[src/rtl/mem_access_unit_pkg.sv]
// rtl/mem_access_unit_pkg.sv - op codes, FSM states and lane helpers for the MEM-stage access unit
package mem_access_unit_pkg;

    localparam int MAU_ALUOP_W = 8;
    localparam int MAU_DW      = 32;

    localparam logic [MAU_ALUOP_W-1:0] EXE_NOP_OP = 8'h00;
    localparam logic [MAU_ALUOP_W-1:0] EXE_LB_OP  = 8'hE0;
    localparam logic [MAU_ALUOP_W-1:0] EXE_LH_OP  = 8'hE1;
    localparam logic [MAU_ALUOP_W-1:0] EXE_LW_OP  = 8'hE3;
    localparam logic [MAU_ALUOP_W-1:0] EXE_LBU_OP = 8'hE4;
    localparam logic [MAU_ALUOP_W-1:0] EXE_LHU_OP = 8'hE5;
    localparam logic [MAU_ALUOP_W-1:0] EXE_SB_OP  = 8'hE8;
    localparam logic [MAU_ALUOP_W-1:0] EXE_SH_OP  = 8'hE9;
    localparam logic [MAU_ALUOP_W-1:0] EXE_SW_OP  = 8'hEB;

    typedef enum logic [1:0] {
        MAU_IDLE = 2'd0,
        MAU_WAIT = 2'd1,
        MAU_DONE = 2'd2
    } mau_state_t;

    function automatic logic is_load_op(input logic [MAU_ALUOP_W-1:0] op);
        return op inside {EXE_LB_OP, EXE_LBU_OP, EXE_LH_OP, EXE_LHU_OP, EXE_LW_OP};
    endfunction

    function automatic logic is_store_op(input logic [MAU_ALUOP_W-1:0] op);
        return op inside {EXE_SB_OP, EXE_SH_OP, EXE_SW_OP};
    endfunction

    // Halfword ops need an even address, word ops a word-aligned one
    function automatic logic is_misaligned(input logic [MAU_ALUOP_W-1:0] op, input logic [1:0] a);
        logic bad;
        bad = 1'b0;
        if (op inside {EXE_LH_OP, EXE_LHU_OP, EXE_SH_OP}) bad = a[0];
        else if (op inside {EXE_LW_OP, EXE_SW_OP})       bad = (a != 2'b00);
        return bad;
    endfunction

    // Big-endian lanes: address offset 0 is the most significant byte
    function automatic logic [3:0] lane_sel(input logic [MAU_ALUOP_W-1:0] op, input logic [1:0] a);
        logic [3:0] sel;
        sel = 4'b1111;
        if (op inside {EXE_LB_OP, EXE_LBU_OP, EXE_SB_OP})      sel = 4'b1000 >> a;
        else if (op inside {EXE_LH_OP, EXE_LHU_OP, EXE_SH_OP}) sel = a[1] ? 4'b0011 : 4'b1100;
        return sel;
    endfunction

    // Store data is replicated so the slave can pick whichever lane sel enables
    function automatic logic [MAU_DW-1:0] store_data(input logic [MAU_ALUOP_W-1:0] op, input logic [MAU_DW-1:0] reg2);
        logic [MAU_DW-1:0] d;
        d = '0;
        case (op)
            EXE_SB_OP: d = {4{reg2[7:0]}};
            EXE_SH_OP: d = {2{reg2[15:0]}};
            EXE_SW_OP: d = reg2;
            default:   d = '0;
        endcase
        return d;
    endfunction

endpackage

[src/rtl/mem_access_unit_load_extract.sv]
// rtl/mem_access_unit_load_extract.sv - picks and extends byte/half/word load data from a bus word
module load_extract
    import mem_access_unit_pkg::*;
#(
    parameter int ALUOP_W = MAU_ALUOP_W,
    parameter int DW      = MAU_DW
) (
    input  logic [ALUOP_W-1:0] op,
    input  logic [1:0]         a,
    input  logic [DW-1:0]      word,
    output logic [DW-1:0]      result
);

    logic [7:0]  byte_v;
    logic [15:0] half_v;

    // Lane select by offset, then sign/zero extend according to the op
    always_comb begin
        case (a)
            2'd0:    byte_v = word[31:24];
            2'd1:    byte_v = word[23:16];
            2'd2:    byte_v = word[15:8];
            default: byte_v = word[7:0];
        endcase
        half_v = a[1] ? word[15:0] : word[31:16];
        case (op)
            EXE_LB_OP:  result = {{(DW-8){byte_v[7]}}, byte_v};
            EXE_LBU_OP: result = {{(DW-8){1'b0}}, byte_v};
            EXE_LH_OP:  result = {{(DW-16){half_v[15]}}, half_v};
            EXE_LHU_OP: result = {{(DW-16){1'b0}}, half_v};
            default:    result = word;
        endcase
    end

endmodule

[src/rtl/mem_access_unit.sv]
// rtl/mem_access_unit.sv - MEM-stage load/store sequencer on a req/ack data bus
module mem_access_unit
    import mem_access_unit_pkg::*;
#(
    parameter int ALUOP_W = MAU_ALUOP_W,
    parameter int DW      = MAU_DW
) (
    input  logic               clk,
    input  logic               rst,
    input  logic [5:0]         stall,
    input  logic [ALUOP_W-1:0] mem_aluOp,
    input  logic [DW-1:0]      mem_addr,
    input  logic [DW-1:0]      mem_reg2,
    input  logic [4:0]         mem_wd,
    input  logic               mem_wreg,
    input  logic [DW-1:0]      mem_wdata,
    output logic [4:0]         wb_wd,
    output logic               wb_wreg,
    output logic [DW-1:0]      wb_wdata,
    output logic               stallreq,
    output logic               addr_misalign,
    output logic               dbus_req,
    output logic               dbus_we,
    output logic [DW-1:0]      dbus_addr,
    output logic [3:0]         dbus_sel,
    output logic [DW-1:0]      dbus_wdata,
    input  logic               dbus_ack,
    input  logic [DW-1:0]      dbus_rdata
);

    mau_state_t    state, next_state;
    logic [DW-1:0] rdata_q;
    logic [DW-1:0] load_data;
    logic          mem_op, misaligned, issue;
    logic          misalign_held;
    logic          stall_unused;

    assign stall_unused = ^{stall[5], stall[3:0]};
    assign mem_op       = is_load_op(mem_aluOp) || is_store_op(mem_aluOp);
    assign misaligned   = mem_op && is_misaligned(mem_aluOp, mem_addr[1:0]);
    assign issue        = mem_op && !misaligned;

    load_extract #(.ALUOP_W(ALUOP_W), .DW(DW)) u_load_extract (
        .op     (mem_aluOp),
        .a      (mem_addr[1:0]),
        .word   (rdata_q),
        .result (load_data)
    );

    // State register
    always_ff @(posedge clk) begin
        if (rst) state <= MAU_IDLE;
        else     state <= next_state;
    end

    // Next state: one access at a time, DONE waits out any external hold so the op is never reissued
    always_comb begin
        next_state = state;
        case (state)
            MAU_IDLE: if (issue)     next_state = MAU_WAIT;
            MAU_WAIT: if (dbus_ack)  next_state = MAU_DONE;
            MAU_DONE: if (!stall[4]) next_state = MAU_IDLE;
            default:                 next_state = MAU_IDLE;
        endcase
    end

    // Outputs: stall while the access is pending, substitute load data once it has returned
    always_comb begin
        stallreq = 1'b0;
        wb_wd    = mem_wd;
        wb_wreg  = mem_wreg;
        wb_wdata = mem_wdata;
        if (!rst) begin
            case (state)
                MAU_IDLE: begin
                    if (misaligned) begin
                        wb_wreg = 1'b0;
                    end else if (issue) begin
                        stallreq = 1'b1;
                        wb_wreg  = 1'b0;
                    end
                end
                MAU_WAIT: begin
                    stallreq = 1'b1;
                    wb_wreg  = 1'b0;
                end
                MAU_DONE: begin
                    if (is_store_op(mem_aluOp))     wb_wreg  = 1'b0;
                    else if (is_load_op(mem_aluOp)) wb_wdata = load_data;
                end
                default: stallreq = 1'b0;
            endcase
        end
    end

    // Bus request registers, load capture and the single-shot misalignment pulse
    always_ff @(posedge clk) begin
        if (rst) begin
            dbus_req      <= 1'b0;
            dbus_we       <= 1'b0;
            dbus_addr     <= '0;
            dbus_sel      <= '0;
            dbus_wdata    <= '0;
            rdata_q       <= '0;
            misalign_held <= 1'b0;
            addr_misalign <= 1'b0;
        end else begin
            addr_misalign <= misaligned && !misalign_held;
            misalign_held <= misaligned && stall[4];
            if (state == MAU_IDLE && issue) begin
                dbus_req   <= 1'b1;
                dbus_we    <= is_store_op(mem_aluOp);
                dbus_addr  <= {mem_addr[DW-1:2], 2'b00};
                dbus_sel   <= lane_sel(mem_aluOp, mem_addr[1:0]);
                dbus_wdata <= store_data(mem_aluOp, mem_reg2);
            end else if (state == MAU_WAIT && dbus_ack) begin
                dbus_req <= 1'b0;
                rdata_q  <= dbus_rdata;
            end
        end
    end

endmodule

[config.mk]
export PLATFORM = sky130hd
export DESIGN_NAME = mem_access_unit
export DESIGN_NICKNAME = d
export VERILOG_FILES = /design/src/rtl/mem_access_unit_pkg.sv /design/src/rtl/mem_access_unit_load_extract.sv /design/src/rtl/mem_access_unit.sv
export SDC_FILE = /design/constraint.sdc
export NUM_CORES = 1
export LEC_CHECK = 0
export CAP_MARGIN = 20
export CORE_MARGIN = 3
export CORE_UTILIZATION = 43
export DETAILED_ROUTE_END_ITERATION = 16
export PLACE_DENSITY_LB_ADDON = 0.2
export SYNTH_ARGS = -nofsm -noshare
export SYNTH_HDL_FRONTEND = slang
export SYNTH_HIERARCHICAL = 1
export SYNTH_SLANG_ARGS = --single-unit
[constraint.sdc]
create_clock -name clk -period 2.1 [get_ports clk]
set_input_delay 0.21 -clock clk [delete_from_list [all_inputs] [get_ports clk]]
set_output_delay 0.21 -clock clk [all_outputs]
set_load 0.01 [all_outputs]
==> qor.csv <==
metric,value,unit
Final Non-Filler Cells,1186,
Fill cells,1057,
# setup viols final,31,
reg2reg setup slack,0.39,ns
Reg-to-Reg Start,state[0],
mean post-synth cell area,8.51,um2
Yosys warning count,6,
Final WS setup,-0.316,ns
H-tree depth,3,
vias,6651,
Post-Syn Area,6130,um2
normalized max-slew margin,56.6,%
DRT Pass-1 Iters,5,
"EDFF count, synth",0,
Cell variety after synth,55,
Die ar.,15700,um2
final total power,0.00446,W
hold buffer count at CTS,0,
worst-path maximum fanout,3,
global route overflow,0,
placed cells,1151,
unrepaired setup endpoints after global routing,true,
final period utilization,115,%
status,"complete, but fails checks",
WL final,22600,um
Seq cells post-synth,104,
antenna violations before repair,3,
Worst Hold End,addr_misalign,
largest net degree at the start of global routing,42,
num rows,43,
post-DR vias/cell,5.61,
clk buf depth,2,
Critical Path Max Stage Delay,0.52,ns
post-layout min period,2.42,ns
slowest CP cell,mux4_2,
vias in the first global route,6686,
DRC viols,0,
critical path launch point type,flop,
Async SR Flop Fraction,0,%
width of the die,125,um
nets,1153,
I/O Buffers,243,
DRT iter0 DRCs,472,
Post-Route Setup TNS,-6.25,ns
Post-synth top flop,dfxtp_1,
routed length per instance,19.0,um
worst-path cell chain,mux4_2 > buf_6 > a22o_1 > mux2_4 > mux2_4 > buf_6,
Mapped Cells,721,
Worst VDD drop,0.521,mV
Clock transition at path regs,0.07,ns
Critical Setup Path Class,reg2out,
failing checks,negative setup slack,
Worst Clk Skew,0.00785,ns
r2r endpoint,rdata_q[29],
Sinks on Clock Net,104,
final core utilization,71.5,%
Slew Limit Fails,0,
Fin. Hold Viols,0,
Root Driver,clkbuf_16,
kind of path behind the tightest hold check,reg2reg,
Worst Hold Launch,misalign_held,
TritonCTS clock tree,yes,
antenna cell count,0,
"Seq/Total Area, Yosys",33.9,%
Max Fclk,414,MHz
Die Y,125,um
critical path data required time,1.89,ns
HPWL after DPL,16200,um
antenna-violating nets left,0,
Critical Path AT,2.21,ns
starting density of the core,44.0,%
LEAKAGE,3.64,nW
layout cells sized above 1,27.5,%
io pins,261,
GRT Total Usage,27.8,%
Skew-Pair Late Insertion Delay,0.35,ns
Setup crit end kind,primary output,
Max-cap violations,0,
Worst-Margin Slew,0.651,ns
first-pass GRT wire length,35300,um
core area,13900,um2
R2R depth,5,
Area Overhead vs Synth,62.4,%
Pwr Density,448,nW/um2
placer's final routability congestion estimate,0.962,
hold path cells,1,
final hold slack,0.391,ns
CTS Buf Count,9,
timing repair:
item	CTS	global route
buffers inserted	17	2
endpoints found under the hold margin	0	0
gates resized for setup	203	45
cloned	2	0
pin swaps	4	10
setup endpoints to repair	34	34
registers in the layout, summed over array words and instances (netlist names):
signal and cells:
addr_misalign 1, dbus_addr 30, dbus_req 1, dbus_sel 4
dbus_wdata 32, dbus_we 1, misalign_held 1, rdata_q 32
state 2
layout by cell type (no fill, tap or decap), types with 16 or more instances in the layout:
cell	Yosys	final
buf_2	12	19
mux2_4	0	18
nand2_1	102	101
a21oi_1	68	67
buf_4	16	79
buf_6	14	28
o21ai_0	18	18
nand3_1	48	48
clkdlybuf4s50_1	0	198
o211ai_2	20	20
dfxtp_1	104	102
o21ai_1	43	43
buf_12	0	18
o21ai_2	18	18
inv_1	21	21
o2bb2ai_1	23	16
final cells by class:
class | count | area [um2] | share of cell area, %
timing repair buffer | 354 | 3500 | 35.1
clock buffer | 10 | 239 | 2.40
inverter | 22 | 82.6 | 0.829
clock inverter | 5 | 33.8 | 0.339
multi-input combinational | 511 | 3800 | 38.1
sequential | 104 | 2080 | 20.9
tap | 180 | 225 | 2.26
synthesized netlist by cell type, types with 4 or more instances:
cell / count / area [um2]
buf_4: 16 / 120
o21ai_1: 43 / 215
a21oi_2: 4 / 35.0
nand2b_1: 9 / 56.3
mux2i_1: 15 / 150
o2bb2ai_1: 23 / 201
o211ai_2: 20 / 250
buf_2: 12 / 60.1
mux4_2: 8 / 180
o211ai_1: 7 / 52.6
a22o_1: 10 / 87.6
nand3_1: 48 / 240
buf_6: 14 / 158
nor3_1: 6 / 30.0
a21oi_1: 68 / 340
dfxtp_1: 104 / 2080
nand4_1: 9 / 56.3
o21ai_0: 18 / 90.1
nor2_1: 10 / 37.5
mux2_1: 32 / 360
clkbuf_1: 43 / 161
inv_1: 21 / 78.8
nand2_1: 102 / 383
a211o_1: 7 / 61.3
o41ai_1: 8 / 70.1
o21ai_2: 18 / 158
nor4_1: 8 / 50.1
a221oi_1: 8 / 70.1
critical path, delay by kind of cell (launching register included):
family	cells	cell delay, ns
mux	3	1.05
flops	1	0.33
buf+inv	2	0.27
compound gates	1	0.21
power breakdown:
| part | total (W) | internal, W | switching [W] |
|---|---|---|---|
| clock | 0.00160 | 0.000828 | 0.000767 |
| combinational | 0.000876 | 0.000484 | 0.000392 |
| sequential | 0.00199 | 0.00198 | 0.00000656 |
metrics by stage:
stage	worst slack [ns]	cell area, um2
after floorplan	0.209	6140
after global placement	-0.697	9160
after detailed placement	-0.704	9160
after global routing	-0.366	9960
after CTS	-0.306	9770
final	-0.316	9960
metal layers:
layer	vias up	part of all wire, %	track usage [%]
met5	-	0.15	0
met4	6	3.7	12.4
met3	52	7.5	6.41
met2	289	49	46.3
met1	3128	40	34.2
li1	3176	-	-
cells by family (layout without fill, tap and decap cells):
family | count (synthesis) | after routing | share of synthesized area (%)
buffers and inverters | 107 | 391 | 9.49
other | 1 | 2 | 0.0611
flip-flops | 104 | 104 | 33.9
AND/OR/NAND/NOR | 207 | 207 | 16.0
AO/OA/AOI/OAI | 245 | 245 | 28.9
multiplexers | 57 | 57 | 11.6
worst max path at each step:
| stage | depth (start not counted) | slack (ns) | end | startpoint |
|---|---|---|---|---|
| 3_5_place_dp | 6 | -0.70 | wb_wdata[8] | mem_addr[0] |
| 4_1_cts | 6 | -0.31 | wb_wdata[8] | rdata_q[7] |
| 5_1_grt | 6 | -0.37 | wb_wdata[8] | rdata_q[7] |
| 2_1_floorplan | 5 | 0.21 | wb_wdata[8] | mem_addr[0] |
| 3_3_place_gp | 6 | -0.70 | wb_wdata[8] | mem_addr[0] |
| 6_report | 6 | -0.32 | wb_wdata[8] | rdata_q[7] |
Power figures use the tool's default switching activity.
